### src/rtl/dmem_arbiter.sv
// dmem_arbiter: shares the single-ported data memory between the pipeline MEM
// stage (priority) and a secondary burst requester (test loader / DMA).
// Secondary beats use cycles the MEM stage leaves idle.
// Optional feature macro: DMEM_ARB_STARVE_EN. When it is defined, a starvation
// counter forces a secondary beat through after STARVE_MAX consecutive denied
// cycles, and it stalls the pipeline for that cycle. When it is undefined, the
// secondary port waits for a free cycle indefinitely, and p_stall stays 0.
module dmem_arbiter #(
   parameter int unsigned LEN_W      = 4,
   parameter int unsigned STARVE_MAX = 8
) (
   input  logic             clk,
   input  logic             rst,
   // pipeline MEM stage
   input  logic             p_read,
   input  logic             p_write,
   input  logic [31:0]      p_addr,
   input  logic [31:0]      p_wdata,
   output logic [31:0]      p_rdata,
   output logic             p_stall,
   // secondary burst port
   input  logic             b_req,
   input  logic             b_we,
   input  logic [31:0]      b_addr,
   input  logic [LEN_W-1:0] b_len,
   input  logic [31:0]      b_wdata,
   output logic             b_ack,
   output logic             b_beat,
   output logic             b_rvalid,
   output logic [31:0]      b_rdata,
   output logic             b_done,
   // data memory
   output logic             m_read,
   output logic             m_write,
   output logic [31:0]      m_addr,
   output logic [31:0]      m_wdata,
   input  logic [31:0]      m_rdata
);

   typedef enum logic [0:0] {StIdle, StXfer} state_e;

   state_e           state_q, state_d;
   logic [31:0]      cur_addr_q, cur_addr_d;
   logic [LEN_W-1:0] beats_left_q, beats_left_d;
   logic             dir_q, dir_d;
   logic [31:0]      b_rdata_q, b_rdata_d;
   logic             b_rvalid_q, b_rvalid_d;
   logic             b_done_q, b_done_d;

   logic             p_busy;
   logic             force_beat;
   logic             beat;

   assign p_busy = p_read | p_write;

`ifdef DMEM_ARB_STARVE_EN
   localparam int unsigned StarveW = (STARVE_MAX < 1) ? 1 : $clog2(STARVE_MAX + 1);

   logic [StarveW-1:0] starve_cnt_q, starve_cnt_d;

   // A force cycle takes memory regardless of pipeline traffic.
   assign force_beat = (state_q == StXfer) && (starve_cnt_q == StarveW'(STARVE_MAX));
`else
   assign force_beat = 1'b0;
`endif

   assign beat = (state_q == StXfer) && (!p_busy || force_beat);

   // Memory-side mux: the pipeline passes through unless a secondary beat owns the cycle.
   always_comb begin
      m_read  = p_read;
      m_write = p_write;
      m_addr  = p_addr;
      m_wdata = p_wdata;
      if (beat) begin
         m_read  = ~dir_q;
         m_write = dir_q;
         m_addr  = cur_addr_q;
         m_wdata = b_wdata;
      end
   end

   assign p_rdata  = m_rdata;
   assign b_beat   = beat;
   // Gating with rst keeps b_ack low while reset is held, even though the state already reads idle.
   assign b_ack    = (state_q == StIdle) && b_req && !rst;
   assign b_rvalid = b_rvalid_q;
   assign b_rdata  = b_rdata_q;
   assign b_done   = b_done_q;

`ifdef DMEM_ARB_STARVE_EN
   assign p_stall = beat && p_busy;
`else
   assign p_stall = 1'b0;
`endif

   // Next-state logic: burst acceptance, beat advance, read capture and completion.
   always_comb begin
      state_d      = state_q;
      cur_addr_d   = cur_addr_q;
      beats_left_d = beats_left_q;
      dir_d        = dir_q;
      b_rdata_d    = b_rdata_q;
      b_rvalid_d   = 1'b0;
      b_done_d     = 1'b0;
`ifdef DMEM_ARB_STARVE_EN
      starve_cnt_d = starve_cnt_q;
`endif
      case (state_q)
         StIdle: begin
            if (b_ack) begin
               cur_addr_d   = b_addr;
               beats_left_d = b_len;
               dir_d        = b_we;
               state_d      = StXfer;
`ifdef DMEM_ARB_STARVE_EN
               starve_cnt_d = '0;
`endif
            end
         end
         StXfer: begin
            if (beat) begin
               cur_addr_d = cur_addr_q + 32'd4;
`ifdef DMEM_ARB_STARVE_EN
               starve_cnt_d = '0;
`endif
               if (!dir_q) begin
                  b_rdata_d  = m_rdata;
                  b_rvalid_d = 1'b1;
               end
               if (beats_left_q == '0) begin
                  state_d  = StIdle;
                  b_done_d = 1'b1;
               end else begin
                  beats_left_d = beats_left_q - 1'b1;
               end
            end else begin
`ifdef DMEM_ARB_STARVE_EN
               // Denied cycle: count toward the force threshold, saturating there.
               if (starve_cnt_q != StarveW'(STARVE_MAX)) begin
                  starve_cnt_d = starve_cnt_q + 1'b1;
               end
`endif
            end
         end
         default: state_d = StIdle;
      endcase
   end

   // State registers; reset aborts any burst without issuing b_done.
   always_ff @(posedge clk or posedge rst) begin
      if (rst) begin
         state_q      <= StIdle;
         cur_addr_q   <= '0;
         beats_left_q <= '0;
         dir_q        <= 1'b0;
         b_rdata_q    <= '0;
         b_rvalid_q   <= 1'b0;
         b_done_q     <= 1'b0;
      end else begin
         state_q      <= state_d;
         cur_addr_q   <= cur_addr_d;
         beats_left_q <= beats_left_d;
         dir_q        <= dir_d;
         b_rdata_q    <= b_rdata_d;
         b_rvalid_q   <= b_rvalid_d;
         b_done_q     <= b_done_d;
      end
   end

`ifdef DMEM_ARB_STARVE_EN
   // Starvation counter register.
   always_ff @(posedge clk or posedge rst) begin
      if (rst) begin
         starve_cnt_q <= '0;
      end else begin
         starve_cnt_q <= starve_cnt_d;
      end
   end
`endif

endmodule

### config.mk
export PLATFORM = sky130hd
export DESIGN_NAME = dmem_arbiter
export DESIGN_NICKNAME = d
export VERILOG_FILES = /design/src/rtl/dmem_arbiter.sv
export SDC_FILE = /design/constraint.sdc
export NUM_CORES = 1
export LEC_CHECK = 0
export ABC_CLOCK_PERIOD_IN_PS = 2800
export CORE_ASPECT_RATIO = 0.9
export CORE_MARGIN = 1.5
export CORE_UTILIZATION = 38
export CTS_CLUSTER_SIZE = 16
export DETAILED_ROUTE_END_ITERATION = 16
export GPL_TIMING_DRIVEN = 0
export PLACE_DENSITY = 0.79
export SLEW_MARGIN = 15
export SYNTH_ARGS = -nofsm -noshare
export SYNTH_HDL_FRONTEND = slang
export SYNTH_SLANG_ARGS = --single-unit
### constraint.sdc
create_clock -name clk -period 2.8 [get_ports clk]
set_input_delay 0.56 -clock clk [delete_from_list [all_inputs] [get_ports clk]]
set_output_delay 0.56 -clock clk [all_outputs]
set_load 0.01 [all_outputs]
==> flow_summary_export.csv, run 1 <==
group,metric,value,unit
run_status,status,"finished, final reports clean",
drt,wirelength,20.6,mm
yosys,yosys-top-cells-count,"nand2_1, dfrtp_1, buf_4",
global_route,grt_pass1_wl,30.7,mm
yosys,synth_flop_cell,"dfrtp_1",
power,p_seq_share,30.1,%
yosys,synth_simple_gate_area_share,31.1,%
yosys,netlist.area_leader.share,37.2,%
clock_tree,cts_tree,"done",
drt,final_antenna_net_count,0,
layout,diodes,0,
placement,gp_congestion,0.920,
power,clkPwrFrac,17.7,%
critical_path,r2r_cells,8,
drt,drt_iter0_drc,713,
die,core_area,0.0123,sq mm
sta,setup_viol,0,
placement,dp_cells,1089,
power,irDropWorstVdd,479,uV
clock_tree,htreeDepth,3,
run,drv_cap,0,
sta,finalCritPeriodShare,98.1,%
power,p_int,0.00400,W
critical_path,reg2reg_from,"state_q$_DFF_PP0_",
global_route,grt_max_degree,39,
yosys,ys_seq_elements,72,
yosys,yosys-mux-area-fraction,8.06,%
min_path,hp-class,"reg2reg",
global_route,antenna_found_initial,0,
critical_path,crit_path_end_kind,"output pin",
clock_tree,postCtsHoldBufs,0,
power,combPwrFrac,52.3,%
layout,fin_cells,1115,
drt,viasPerCell,5.24,
power,power,0.00660,W
yosys,async_flop_share,100,%
die,num_rows,38,
sta,worst_slew_pin_slew,0.856,ns
sta,finalCriticalPeriod,2.75,ns
critical_path,r2r-end,"cur_addr_q[24]$_DFFE_PP0P_",
die,start_util,39.5,%
yosys,synthesis.area,0.00485,sq mm
critical_path,arrival,2.19,ns
sta,layout_setup_ws,0.0537,ns
clock_tree,cts_root_buf,"clkbuf_16",
sta,slew_headroom,42.5,%
clock_tree,cts-buffers-inserted,9,
yosys,synth_compound_area_share,12.9,%
power,p_sw_share,39.3,%
placement,post-place-ws,-0.947,ns
sta,finalHoldViolCount,0,
yosys,yosysMostFrequentCell,"nand2_1",
clock_tree,path_clk_slew,0.06,ns
die,pin_count,305,
global_route,grt_pass1_vias,5520,
yosys,synth_edf_count,0,
drt,dr.pass1.iters,7,
sta,final.setup.tns,0,ns
clock_tree,clkLatencyLatePin,0.34,ns
critical_path,startpoint_type,"input pin",
critical_path,cp-startpoint,"p_read",
critical_path,cp_max_fo,10,
drt,vias,5843,
layout,multi_input_area,0.00259,sq mm
clock_tree,cts_sinks,72,
placement,dpl.hpwl,15.4,mm
yosys,synth_nets,798,
die,die_x,122,um
drt,drc_errors,0,
yosys,syn_inst,625,
layout,areaGrowthSynthToFinish,78.0,%
yosys,avgSynthCellArea,7.75,sq um
global_route,globalRouteOverflowTotal,0,
yosys,synthTopCellsByArea,"dfrtp_1, nand2_1, mux2_2, buf_4, a21oi_1",
critical_path,required,2.24,ns
clock_tree,clockBufferDepth,2,
global_route,grt_use_total,30.2,%
sta,whs,0.483,ns
sta,clock_skew,0.00638,ns
yosys,ys_seq_area_share,37.2,%
placement,io_buffer_count,303,
layout,ff_latch_area,0.00180,sq mm
yosys,yosys.area.top_type,"dfrtp_1",
yosys,synth_top_family_by_area,"simple AND/OR/NAND/NOR gates",
critical_path,r2r_slack,0.34,ns
yosys,synth.distinct_cells,58,
layout,nNetsFinal,1124,
yosys,yosys.area_share.xor_xnor,0.361,%
layout,fill_cells,1017,
critical_path,crit_type,"in2out",
sta,fmax,364,MHz
die,die-area,0.0134,sq mm
power,switchingPower,0.00259,W
die,die-height,110,um
drt,wl_per_cell,18.5,um
sta,finalMaxSlewViolations,0,
layout,drive_gt1_share,17.8,%
critical_path,endpoint,"b_beat",
power,leakagePower,3.92,nW
yosys,synthAdderAreaFrac,0.775,%
yosys,yosysWarnings,0,
power,powerDensity,765,mW/mm^2
sta,rsz0062_at_grt,"no",
-- cell families after synthesis --
family          after synthesis
buf+inv                      87
other cells                   1
xor+xnor                      2
simple gates                331
compound gates               94
mux                          35
fa+ha+maj                     3
flops                        72
-- worst max-delay path, cell delays in order --
cell and delay (ns):
dlygate4sd2_1 0.24, or3b_1 0.40, buf_6 0.16, inv_8 0.07
clkbuf_4 0.19, clkdlybuf4s50_1 0.55
-- cell type report --
class | instances | area share (%)
clock inverters | 5 | 0.667
well taps | 160 | 2.32
inverters | 10 | 0.551
plain buffers | 76 | 7.01
flip-flops and latches | 72 | 20.9
repair buffers | 316 | 35.8
multi-input cells | 466 | 30.0
clock buffers | 10 | 2.77
-- routing by layer --
metal	track usage [%]	routed length, um	vias to the layer above
li1	-	-	2776
met1	41.8	8620	2706
met2	47.2	9640	320
met3	7.77	2020	41
met4	7.06	337	0
met5	0	0	-
-- power by group through the flow --
stage	Clock, W	Sequential (W)	Combinational [W]
after global placement	0	0.00195	0.00330
after detailed placement	0	0.00197	0.00334
after global routing	0.00122	0.00205	0.00371
after floorplan	0	0.00198	0.00166
final	0.00117	0.00198	0.00345
after CTS	0.00117	0.00197	0.00342
-- cell usage in the layout (no fill, tap or decap), types with 7 or more instances in the layout --
master	instances
clkdlybuf4s50_1	235
nand2_1	217
a21oi_1	32
buf_2	31
buf_4	40
nand4_1	14
dfrtp_1	72
clkdlybuf4s15_1	22
mux2_2	32
nor2_1	17
nand3_1	17
nor4_1	7
clkbuf_1	15
dlygate4sd2_1	16
inv_1	7
o21ai_0	13
nor3_1	11
and3_1	14
clkbuf_16	12
-- registers in the layout (all words and copies together), names as in the netlist --
register	flops
state_q	1
b_rdata	32
cur_addr_q	32
beats_left_q	4
b_rvalid	1
dir_q	1
b_done	1
-- per-stage QoR --
stage	instance area, sq um	util, %
after floorplan	4850	-
after global placement	8080	65.9
after detailed placement	8100	66.0
after CTS	8630	70.4
after global routing	8620	70.3
final	8620	70.3
-- how the worst min path moves through the flow --
| stage | from | to | cells after the start |
|---|---|---|---|
| 2_1_floorplan | cur_addr_q[0]$_DFFE_PP0P_ | cur_addr_q[0]$_DFFE_PP0P_ | 2 |
| 3_3_place_gp | cur_addr_q[0]$_DFFE_PP0P_ | cur_addr_q[0]$_DFFE_PP0P_ | 2 |
| 3_5_place_dp | cur_addr_q[1]$_DFFE_PP0P_ | cur_addr_q[1]$_DFFE_PP0P_ | 2 |
| 4_1_cts | cur_addr_q[1]$_DFFE_PP0P_ | cur_addr_q[1]$_DFFE_PP0P_ | 2 |
| 5_1_grt | cur_addr_q[1]$_DFFE_PP0P_ | cur_addr_q[1]$_DFFE_PP0P_ | 2 |
| 6_report | cur_addr_q[1]$_DFFE_PP0P_ | cur_addr_q[1]$_DFFE_PP0P_ | 2 |
-- timing repair --
| item | in CTS | in global routing |
|---|---|---|
| endpoints found under the setup margin | 68 | 6 |
| buffers inserted | 8 | 0 |
| gates cloned | 4 | 0 |
| pin swaps | 1 | 0 |
| resized for setup | 227 | 8 |
Power figures use the tool's default switching activity.
==> inputs of run 2 (changes only) <==
- CORE_ASPECT_RATIO: 0.9 -> 1.2
- CORE_MARGIN: 1.5 -> 10
==> flow_summary_export.csv, run 2 (synthesis gave the netlist of run 1 again) <==
group,metric,value,unit
clock_tree,cts_sinks,72,
placement,gp_congestion,0.909,
sta,clock_skew,0.00801,ns
sta,finalMaxSlewViolations,0,
global_route,grt_pass1_wl,33.4,mm
clock_tree,htreeDepth,3,
drt,dr.pass1.iters,5,
die,die_x,123,um
drt,wirelength,22.4,mm
power,leakagePower,3.92,nW
clock_tree,clkLatencyLatePin,0.33,ns
sta,final.setup.tns,0,ns
drt,final_antenna_net_count,0,
sta,slew_headroom,37.4,%
critical_path,crit_path_end_kind,"output pin",
sta,finalCritPeriodShare,95.7,%
sta,fmax,373,MHz
sta,rsz0062_at_grt,"no",
global_route,grt_max_degree,60,
global_route,grt_use_total,24.4,%
power,power,0.00663,W
drt,vias,5932,
clock_tree,clockBufferDepth,2,
layout,final_common_cell,"clkdlybuf4s50_1",
die,num_rows,45,
global_route,antenna_found_initial,2,
layout,multi_input_area,0.00259,sq mm
die,start_util,38.6,%
drt,viasPerCell,5.32,
clock_tree,cts-buffers-inserted,9,
die,core_area,0.0126,sq mm
power,irDropWorstVdd,368,uV
layout,nNetsFinal,1120,
layout,areaGrowthSynthToFinish,77.8,%
critical_path,startpoint_type,"input pin",
critical_path,cp_max_fo,10,
die,pin_count,305,
layout,drive_gt1_share,19.0,%
die,die-area,0.0177,sq mm
critical_path,crit_type,"in2out",
global_route,globalRouteOverflowTotal,0,
critical_path,arrival,2.12,ns
clock_tree,postCtsHoldBufs,0,
power,powerDensity,770,mW/mm^2
critical_path,required,2.24,ns
placement,io_buffer_count,303,
run,drv_cap,0,
clock_tree,cts_tree,"done",
clock_tree,path_clk_slew,0.06,ns
die,die-height,144,um
drt,drc_errors,0,
layout,layout_common_cells,"clkdlybuf4s50_1, nand2_1, dfrtp_1, buf_2, buf_4",
drt,wl_per_cell,20.1,um
drt,drt_iter0_drc,449,
layout,ff_latch_area,0.00180,sq mm
run_status,status,"finished, final reports clean",
sta,worst_slew_pin_slew,0.932,ns
placement,post-place-ws,-0.997,ns
layout,fill_cells,1087,
min_path,hp-class,"reg2reg",
placement,dpl.hpwl,17.8,mm
sta,setup_viol,0,
layout,diodes,0,
sta,finalHoldViolCount,0,
global_route,grt_pass1_vias,6055,
sta,layout_setup_ws,0.120,ns
sta,finalCriticalPeriod,2.68,ns
clock_tree,cts_root_buf,"clkbuf_16",
[run 2: changes by cell type in the layout (fill, tap and decap cells not counted), sizes merged]
cell | previous run | this run
clkinvlp | 3 | 1
dlygate4sd2 | 16 | 8
clkdlybuf4s50 | 235 | 234
buf | 82 | 89
bufinv | 1 | 2
clkbuf | 41 | 38
clkinv | 1 | 3
dlymetal6s2s | 2 | 1
clkdlybuf4s15 | 24 | 26
[run 2: cell type report]
class / count / share of cell area, %
Timing Repair Buffer: 313 / 35.0
Sequential cell: 72 / 20.9
Tap cell: 164 / 2.38
Inverter: 10 / 0.552
Clock inverter: 6 / 0.958
Buffer: 75 / 7.30
Clock buffer: 10 / 2.77
Multi-Input combinational cell: 466 / 30.1
[run 2: worst paths after layout]
check                                          startpoint  slack (ns)  cells past startpoint                         end
worst min register to register  cur_addr_q[1]$_DFFE_PP0P_        0.48                      2   cur_addr_q[1]$_DFFE_PP0P_
worst min-delay path            cur_addr_q[1]$_DFFE_PP0P_        0.48                      2   cur_addr_q[1]$_DFFE_PP0P_
min in group asynchronous                             rst        0.55                      2            b_done$_DFF_PP0_
worst max register to register          state_q$_DFF_PP0_        0.31                      8  cur_addr_q[30]$_DFFE_PP0P_
max in group asynchronous                             rst        1.68                      3     b_rdata[26]$_DFFE_PP0P_
worst max-delay path                              p_write        0.12                      9                   m_addr[1]
[run 2: per-stage QoR]
step	hold slack, ns	utilization [%]	instance area (sq um)	instances
floorplan	0.446	-	4850	625
global placement	0.459	64.4	8080	1092
detailed placement	0.468	64.6	8110	1093
CTS	0.484	68.7	8630	1116
global route	0.498	68.6	8620	1116
finish	0.485	68.6	8620	1116
[run 2: worst max-delay path, cell delays in order]
cell and delay (ns):
dlygate4sd2_1 0.25, or3b_1 0.39, buf_6 0.15, buf_4 0.19, buf_8 0.15, clkbuf_16 0.15
nand2_1 0.07, nand2_1 0.05, buf_2 0.13
[run 2: repair_timing]
item / in CTS / in global routing
cloned: 2 / 0
setup buffers: 6 / 1
resized for setup: 271 / 4
endpoints found under the setup margin: 68 / 21
pin swaps: 3 / 2
[run 2: routing by layer]
metal	vias up	global-route usage, %	routed length (um)
met5	-	0	15
met4	4	8.35	618
met3	51	9.73	2900
met2	381	42.8	11000
met1	2723	25.8	7820
li1	2773	-	-
[run 2: power by group]
part / internal [W] / total (W) / leakage (nW) / switching, W
registers: 0.00152 / 0.00196 / 0.849 / 0.000441
logic: 0.00176 / 0.00342 / 2.91 / 0.00166
clock network: 0.000799 / 0.00125 / 0.158 / 0.000448
total: 0.00408 / 0.00663 / 3.92 / 0.00255
